--- config.mk ---
export PLATFORM = sky130hd
export DESIGN_NAME = plic_irq_gateway
export DESIGN_NICKNAME = d
export VERILOG_FILES = /design/src/rtl/plic_irq_gateway.sv
export SDC_FILE = /design/constraint.sdc
export NUM_CORES = 1
export LEC_CHECK = 0
export CORE_MARGIN = 5
export CORE_UTILIZATION = 35
export CTS_BUF_LIST = sky130_fd_sc_hd__clkbuf_4 sky130_fd_sc_hd__clkbuf_8
export CTS_CLUSTER_DIAMETER = 100
export CTS_CLUSTER_SIZE = 12
export DETAILED_ROUTE_END_ITERATION = 10
export HOLD_SLACK_MARGIN = 0.1
export PLACE_DENSITY = 0.84
export SYNTH_ARGS = -nofsm -noshare
export SYNTH_HDL_FRONTEND = slang
export SYNTH_SLANG_ARGS = --single-unit
export TNS_END_PERCENT = 5
--- constraint.sdc ---
create_clock -name clk_i -period 1.6 [get_ports clk_i]
set_clock_uncertainty 0.05 [all_clocks]
set_input_delay 0.32 -clock clk_i [delete_from_list [all_inputs] [get_ports clk_i]]
set_output_delay 0.32 -clock clk_i [all_outputs]
set_load 0.01 [all_outputs]
--- src/rtl/plic_irq_gateway.sv ---
// plic_irq_gateway
//   Interrupt gateway between SoC interrupt producers and the PLIC source
//   inputs. Each raw line is mapped onto a fixed PLIC source index and turned
//   into a single-outstanding request that follows the claim/complete protocol.
//   Each source is either level- or edge-triggered, selected by EDGE_MASK.
//   Edge sources keep a saturating pending counter and a sticky overflow flag.
//
//   Source map: pbus_irq_i[0..3] -> 1..4 (GPIO-in, TIM0, TIM1, UART),
//               hls_irq_i -> 5, cdma_irq_i -> 6; all other indices unmapped.
//
//   Optional: define PLIC_IRQ_GATEWAY_SYNC_EN to pass every raw input through
//   a 2-flop synchronizer (raw-to-irq_src_o latency 3 cycles instead of 1).
//
// Ports
//   clk_i            system clock
//   rst_ni           synchronous active-low reset
//   pbus_irq_i       PBUS lines [0] GPIO-in, [1] TIM0, [2] TIM1, [3] UART
//   hls_irq_i        HLS core interrupt
//   cdma_irq_i       CDMA interrupt
//   claim_valid_i    PLIC claims source claim_id_i this cycle
//   claim_id_i       claimed source index
//   complete_valid_i PLIC completes source complete_id_i this cycle
//   complete_id_i    completed source index
//   irq_src_o        registered request vector (bit i = source i pending)
//   in_service_o     per-source in-service flags
//   overflow_o       sticky per-source edge-counter overflow flags
module plic_irq_gateway #(
    parameter int unsigned          NUM_SRC    = 32,
    parameter logic [NUM_SRC-1:0]   EDGE_MASK  = '0,
    parameter int unsigned          PEND_CNT_W = 2
) (
    input  logic               clk_i,
    input  logic               rst_ni,
    input  logic [3:0]         pbus_irq_i,
    input  logic               hls_irq_i,
    input  logic               cdma_irq_i,
    input  logic               claim_valid_i,
    input  logic [4:0]         claim_id_i,
    input  logic               complete_valid_i,
    input  logic [4:0]         complete_id_i,
    output logic [NUM_SRC-1:0] irq_src_o,
    output logic [NUM_SRC-1:0] in_service_o,
    output logic [NUM_SRC-1:0] overflow_o
);

    // Sources 1..6 are the only ones wired to a producer.
    localparam logic [NUM_SRC-1:0] MAP_MASK = NUM_SRC'(7'h7E);

    typedef enum logic [1:0] {
        ST_IDLE       = 2'd0,
        ST_PENDING    = 2'd1,
        ST_IN_SERVICE = 2'd2
    } state_e;

    state_e                state_q [NUM_SRC];
    state_e                state_d [NUM_SRC];
    logic [PEND_CNT_W-1:0] cnt_q   [NUM_SRC];
    logic [PEND_CNT_W-1:0] cnt_d   [NUM_SRC];

    logic [NUM_SRC-1:0] raw;
    logic [NUM_SRC-1:0] smp;
    logic [NUM_SRC-1:0] hist_q;
    logic [NUM_SRC-1:0] rise;
    logic [NUM_SRC-1:0] ovf_q, ovf_d;
    logic [NUM_SRC-1:0] irq_q, irq_d;
    logic [NUM_SRC-1:0] svc_q, svc_d;
    logic [NUM_SRC-1:0] claim_hit;
    logic [NUM_SRC-1:0] cmpl_hit;

    always_comb begin
        raw      = '0;
        raw[4:1] = pbus_irq_i;
        raw[5]   = hls_irq_i;
        raw[6]   = cdma_irq_i;
    end

`ifdef PLIC_IRQ_GATEWAY_SYNC_EN
    logic [NUM_SRC-1:0] sync1_q;
    logic [NUM_SRC-1:0] sync2_q;

    always_ff @(posedge clk_i) begin
        if (!rst_ni) begin
            sync1_q <= '0;
            sync2_q <= '0;
        end else begin
            sync1_q <= raw;
            sync2_q <= sync1_q;
        end
    end

    assign smp = sync2_q;
`else
    assign smp = raw;
`endif

    assign rise = smp & ~hist_q;

    // A transaction is accepted only when it matches the source's current
    // state; this also resolves claim+complete on the same id in one cycle.
    always_comb begin
        claim_hit = '0;
        cmpl_hit  = '0;
        for (int unsigned i = 0; i < NUM_SRC; i++) begin
            claim_hit[i] = MAP_MASK[i] && claim_valid_i &&
                           (claim_id_i == 5'(i)) && (state_q[i] == ST_PENDING);
            cmpl_hit[i]  = MAP_MASK[i] && complete_valid_i &&
                           (complete_id_i == 5'(i)) && (state_q[i] == ST_IN_SERVICE);
        end
    end

    always_comb begin
        ovf_d = ovf_q;
        irq_d = '0;
        svc_d = '0;
        for (int unsigned i = 0; i < NUM_SRC; i++) begin
            state_d[i] = state_q[i];
            cnt_d[i]   = cnt_q[i];
            if (MAP_MASK[i]) begin
                if (EDGE_MASK[i]) begin
                    // Edge and claim together cancel out in the counter.
                    if (rise[i] && !claim_hit[i]) begin
                        if (cnt_q[i] == '1) begin
                            ovf_d[i] = 1'b1;
                        end else begin
                            cnt_d[i] = cnt_q[i] + 1'b1;
                        end
                    end else if (!rise[i] && claim_hit[i]) begin
                        cnt_d[i] = cnt_q[i] - 1'b1;
                    end

                    if (claim_hit[i]) begin
                        state_d[i] = ST_IN_SERVICE;
                    end else if (state_q[i] == ST_IN_SERVICE && !cmpl_hit[i]) begin
                        state_d[i] = ST_IN_SERVICE;
                    end else begin
                        state_d[i] = (cnt_d[i] != '0) ? ST_PENDING : ST_IDLE;
                    end
                end else begin
                    // Complete always returns to IDLE; a still-high line
                    // re-pends on the following cycle.
                    if (state_q[i] == ST_IN_SERVICE) begin
                        state_d[i] = cmpl_hit[i] ? ST_IDLE : ST_IN_SERVICE;
                    end else if (claim_hit[i]) begin
                        state_d[i] = ST_IN_SERVICE;
                    end else begin
                        state_d[i] = smp[i] ? ST_PENDING : ST_IDLE;
                    end
                end
            end
            irq_d[i] = (state_d[i] == ST_PENDING);
            svc_d[i] = (state_d[i] == ST_IN_SERVICE);
        end
    end

    always_ff @(posedge clk_i) begin
        if (!rst_ni) begin
            hist_q <= '0;
            ovf_q  <= '0;
            irq_q  <= '0;
            svc_q  <= '0;
            for (int unsigned i = 0; i < NUM_SRC; i++) begin
                state_q[i] <= ST_IDLE;
                cnt_q[i]   <= '0;
            end
        end else begin
            hist_q <= smp;
            ovf_q  <= ovf_d;
            irq_q  <= irq_d;
            svc_q  <= svc_d;
            for (int unsigned i = 0; i < NUM_SRC; i++) begin
                state_q[i] <= state_d[i];
                cnt_q[i]   <= cnt_d[i];
            end
        end
    end

    assign irq_src_o    = irq_q;
    assign in_service_o = svc_q;
    assign overflow_o   = ovf_q;

endmodule

### Yosys cells after proc, flatten, opt, wreduce, memory -nomap -nowiden

Memory sizes are Yosys's and may differ from the RTL's.
Cells that the tools add are included.

| operators by class | value |
|---|---|
| mux-type cells | 58 |
| reductions and logical operators | 24 |
| bitwise logic cells | 32 |
| eq/ne operators | 88 |

Operators with widths:

| cell | number |
|---|---|
| $mux 2 | 50 |
| $eq 2x1->1 const B | 38 |
| $eq 2x2->1 const B | 38 |
| $or 1x1->1 | 32 |
| $eq 5x3->1 const B | 6 |
| $logic_and 1x1->1 | 24 |
| $eq 5x2->1 const B | 4 |
| $eq 5x1->1 const B | 2 |
| $mux 1 | 8 |

| storage, ports and cells | value |
|---|---|
| memories | 1 |
| input bits | 20 |
| register bits | 64 |
| RAM bits | 64 |
| word-level logic and storage cells | 205 |

Memories:

| memory | words | width | rd ports | clocked after Yosys merged registers in | write ports | RTL line | source |
|---|---|---|---|---|---|---|---|
| state_q | 32 | 2 | 32 | 0 | 32 | 55 | `state_e state_q [NUM_SRC];` |

### Depth between registers and ports, before layout

| depth | value |
|---|---|
| depth after elaboration | 6 |
| depth in mapped cells | 3 |
| mapped depth without buffers | 3 |

### Worst setup path before layout

OpenSTA, ideal clock, no wires.

| timing | value |
|---|---|
| path type | in2reg |
| start point | input port complete_id_i[3] |
| end point | register svc_q[3] (netlist: in_service_o[3]) |
| arrival | 1.197 ns |
| path slack | 0.239 ns |
| setup time | 0.115 ns |
| stages | 3 |
| path through | or4b_4 > o21ba_1 > o21a_1 |

| between the ends | value |
|---|---|
| longest elaborated chain between the ends | 6 |

RTL lines:

| element | RTL line | source |
|---|---|---|
| start, declared | 40 | `input logic [4:0] complete_id_i,` |
| $eq 5x2->1 | 107 | `(complete_id_i == 5'(i)) && (state_q[i] == ST_IN_SERVICE);` |
| $logic_and 1x1->1 | 106 | `cmpl_hit[i] = MAP_MASK[i] && complete_valid_i &&` |
| $logic_and 1x1->1 | 107 |  |
| $mux 2 | 142 | `state_d[i] = cmpl_hit[i] ? ST_IDLE : ST_IN_SERVICE;` |
| $mux 2 | 141 | `if (state_q[i] == ST_IN_SERVICE) begin` |
| $eq 2x2->1 | 151 | `svc_d[i] = (state_d[i] == ST_IN_SERVICE);` |
| end signal, assigned | 169 | `svc_q <= svc_d;` |
| end, declared | 66 | `logic [NUM_SRC-1:0] svc_q, svc_d;` |

Every way passes these cells.
A chain may end at the register's enable or synchronous reset.

### Final worst setup path

Ends and elaborated chain as after synthesis.

==> flow_summary_export.csv <==
group,metric,value,unit
die,num_rows,24,
synthesis,post_synth_num_cell_types,26,
synthesis,synth-compound-area-share,0.0996,
critical_path,critical_path_peak_fanout,3,
global_route,grt_use_met2,0.159,
layout,layoutNonFillerInstCount,253,
power,total_power,1.25,mW
global_route,grt_busiest_layer,"met2",
die,core,4320,um^2
cts,root_buffer,"clkbuf_8",
timing,timing_max_transition_violations_final,0,
power,leakage,0.764,nW
synthesis,synth_simple_gate_area_frac,0.167,
global_route,groute.layer.met1.usage,0.0909,
critical_path,critPathLaunch,"complete_id_i[3]",
cts,cts.reportedPaths.clkPinSlew,0.08,ns
synthesis,postSynthAreaPerCell,9.31,um^2
critical_path,worstSetupStartpointType,"input port",
critical_path,worstPathRequired,1.72,ns
layout,final_stage_net_count,222,
timing,fmax,643,MHz
die,initial_utilization,0.357,
critical_path,critical_path_arrival,1.67,ns
die,die_width,76.4,um
global_route,grt_start_max_net_pins,24,
timing,layout_min_cycle_time,1.55,ns
cts,numClockSinks,24,
layout,area_growth_syn_to_fin,8.34,%
layout,final_design_area_no_fill,1670,um^2
place,place.gp.congestion,0.738,
timing,setup_slack,0.0460,ns
detailed_routing,dr.pass1.iters,4,
global_route,first_global_vias,976,
synthesis,yosys_warnings,0,
detailed_routing,via_per_inst,3.83,
synthesis,yosys_register_bits,24,
place,buffer_ports.inserted,31,
synthesis,largest_family_of_logic_cells_by_synthesized_area,"buffers and inverters",
global_route,globalRouteMet3Util,0.0319,
synthesis,synth_seq_area_share,0.311,
cts,post_cts.repair.setup_buffers,0,
place,dpl.hpwl,2260,um
power,vdd_ir_drop_max,0.289,mV
synthesis,synth_mux_area_frac,0,
timing,period_share,0.971,
timing,grt_setup_unrepaired,"yes",
global_route,grt_pass1_wl,4330,um
cts,htree_num_levels,1,
detailed_routing,ant_nets,0,
detailed_routing,detail_route.wl_per_cell,10.9,um
global_route,grt_overflow,0,
layout,fillers,457,
detailed_routing,route.vias.total,969,
place,post_dp_cell_area,1610,um^2
layout,antenna_cells,0,
synthesis,adder_cell_fraction_of_synth_area,0,
layout,final_layout_size_suffix_gt1_frac,0.0498,
cts,cts_max_path_buffers,2,
cts,clk-insertion-delay-late,0.27,ns
place,place_inst,249,
critical_path,cpPeakStageDelay,0.56,ns
cts,cts-buffers-inserted,3,
worst_hold_path,startpoint_of_the_most_critical_hold_path,"state_q[1][1]$_SDFF_PN0_",
critical_path,cp_slowest_cell,"or4b_4",
global_route,antenna_violations_before_repair,0,
synthesis,netlist_instances,166,
layout,finalCoreUtilization,0.387,
worst_hold_path,hold_class,"reg -> reg",
detailed_routing,drt_wl_total,2750,um
detailed_routing,detailedRoute.firstIterationViolations,47,
critical_path,crit_path_cell_trace,"clkdlybuf4s50_1, or4b_4, o21ba_1, o21a_1",
detailed_routing,drcViolationCount,0,
synthesis,netlist_area_pre_place,1550,um^2
synthesis,synthXorXnorAreaFrac,0,
timing,finalHoldViolations,0,
die,num_io_pins,116,
place,preCtsSetupSlack,-0.244,ns
critical_path,criticalPathCategory,"in -> reg",
global_route,grt_util_all_layers,0.0889,
critical_path,timing.critical_path.to_type,"register",
power,p_per_area,744,nW/um^2
cts,cts_tree,"built",
die,floorplan.die_area,5840,um^2
die,dieHeight,76.4,um
job,max-cap-violations,0,
critical_path,rr_startpoint,"state_q[0][7]$_SDFF_PN0_",
run_status,status,"complete, no violations",
timing,report.final.setup_viol,0,
cell families (layout without fill, tap and decap cells):
kind of cell / Yosys count / count (layout)
buf+inv: 88 / 40
simple gates: 33 / 33
flops: 24 / 24
compound gates: 20 / 20
other cells: 1 / 84
flip-flops by register name, indices dropped and copies added (netlist names):
name          cells
in_service_o      6
state_q          12
irq_src_o         6
per-stage QoR:
step | TNS, ns | hold slack [ns]
after global routing | -0.00951 | 0.543
after CTS | 0 | 0.493
after detailed placement | -2.83 | 0.481
final | 0 | 0.487
after floorplan | 0 | 0.420
after global placement | -2.55 | 0.471
where the power goes:
group / switching [mW] / internal, mW
clock: 0.193 / 0.220
combinational: 0.133 / 0.0784
sequential: 0.00678 / 0.614
routing by layer:
| layer | up-vias | wire length (um) |
|---|---|---|
| met5 | - | 0 |
| met2 | 65 | 1350 |
| met3 | 4 | 396 |
| li1 | 462 | - |
| met1 | 438 | 974 |
| met4 | 0 | 27 |
worst paths after layout:
path / to / slack (ns) / cells past startpoint
max: in_service_o[3]$_SDFF_PN0_ / 0.05 / 4
min reg2reg: state_q[1][1]$_SDFF_PN0_ / 0.49 / 2
max reg2reg: in_service_o[3]$_SDFF_PN0_ / 0.58 / 3
min: state_q[1][1]$_SDFF_PN0_ / 0.49 / 2
cell type report:
type	instances	area, um^2	area share
Multi-Input combinational cell	137	733	0.438
Sequential cell	24	480	0.287
Timing Repair Buffer	34	333	0.199
Tap cell	52	65.1	0.0389
Clock buffer	4	55.1	0.0329
Inverter	2	7.51	0.00448
critical path: cells and delay by family:
kind | cells | cell delay (ns)
buf+inv | 1 | 0.42
simple gates | 1 | 0.56
compound gates | 2 | 0.37
synth_stat cells:
cell / number / area share
o311ai_0: 1 / 0.0057
or4b_4: 1 / 0.0089
and4b_1: 6 / 0.039
o21a_1: 2 / 0.0097
buf_4: 85 / 0.41
nand2b_1: 3 / 0.012
nand4b_1: 4 / 0.023
conb_1: 1 / 0.0024
nor2_1: 3 / 0.0073
or2b_1: 1 / 0.0049
nand4bb_1: 1 / 0.0073
nand4_1: 1 / 0.0041
and4_1: 3 / 0.017
o2111a_1: 2 / 0.015
nor2b_1: 6 / 0.024
inv_1: 2 / 0.0049
nand2_1: 1 / 0.0024
o21bai_1: 1 / 0.0049
and4bb_2: 1 / 0.0081
o21ba_1: 1 / 0.0065
o21ai_0: 3 / 0.0097
clkbuf_1: 1 / 0.0024
a21boi_0: 10 / 0.049
nand3_1: 1 / 0.0032
nor4b_1: 1 / 0.0057
dfxtp_1: 24 / 0.31
cells in the final DEF (no fill, tap or decap), types with 2 or more instances in the layout:
| master | count |
|---|---|
| dfxtp_1 | 24 |
| nand4b_1 | 4 |
| and4b_1 | 6 |
| nor2b_1 | 6 |
| o21ai_0 | 3 |
| clkdlybuf4s50_1 | 31 |
| o2111a_1 | 2 |
| nor2_1 | 3 |
| conb_1 | 84 |
| buf_4 | 3 |
| a21boi_0 | 10 |
| and4_1 | 3 |
| nand2b_1 | 3 |
| o21a_1 | 2 |
| inv_1 | 2 |
| clkbuf_8 | 4 |
repair_timing:
action                     CTS  global route
resized for setup            0             1
setup endpoints to repair    0             4
hold buffers                 0             0
hold endpoints to repair     0             0
Note: power is estimated with default switching activity, not from simulation.
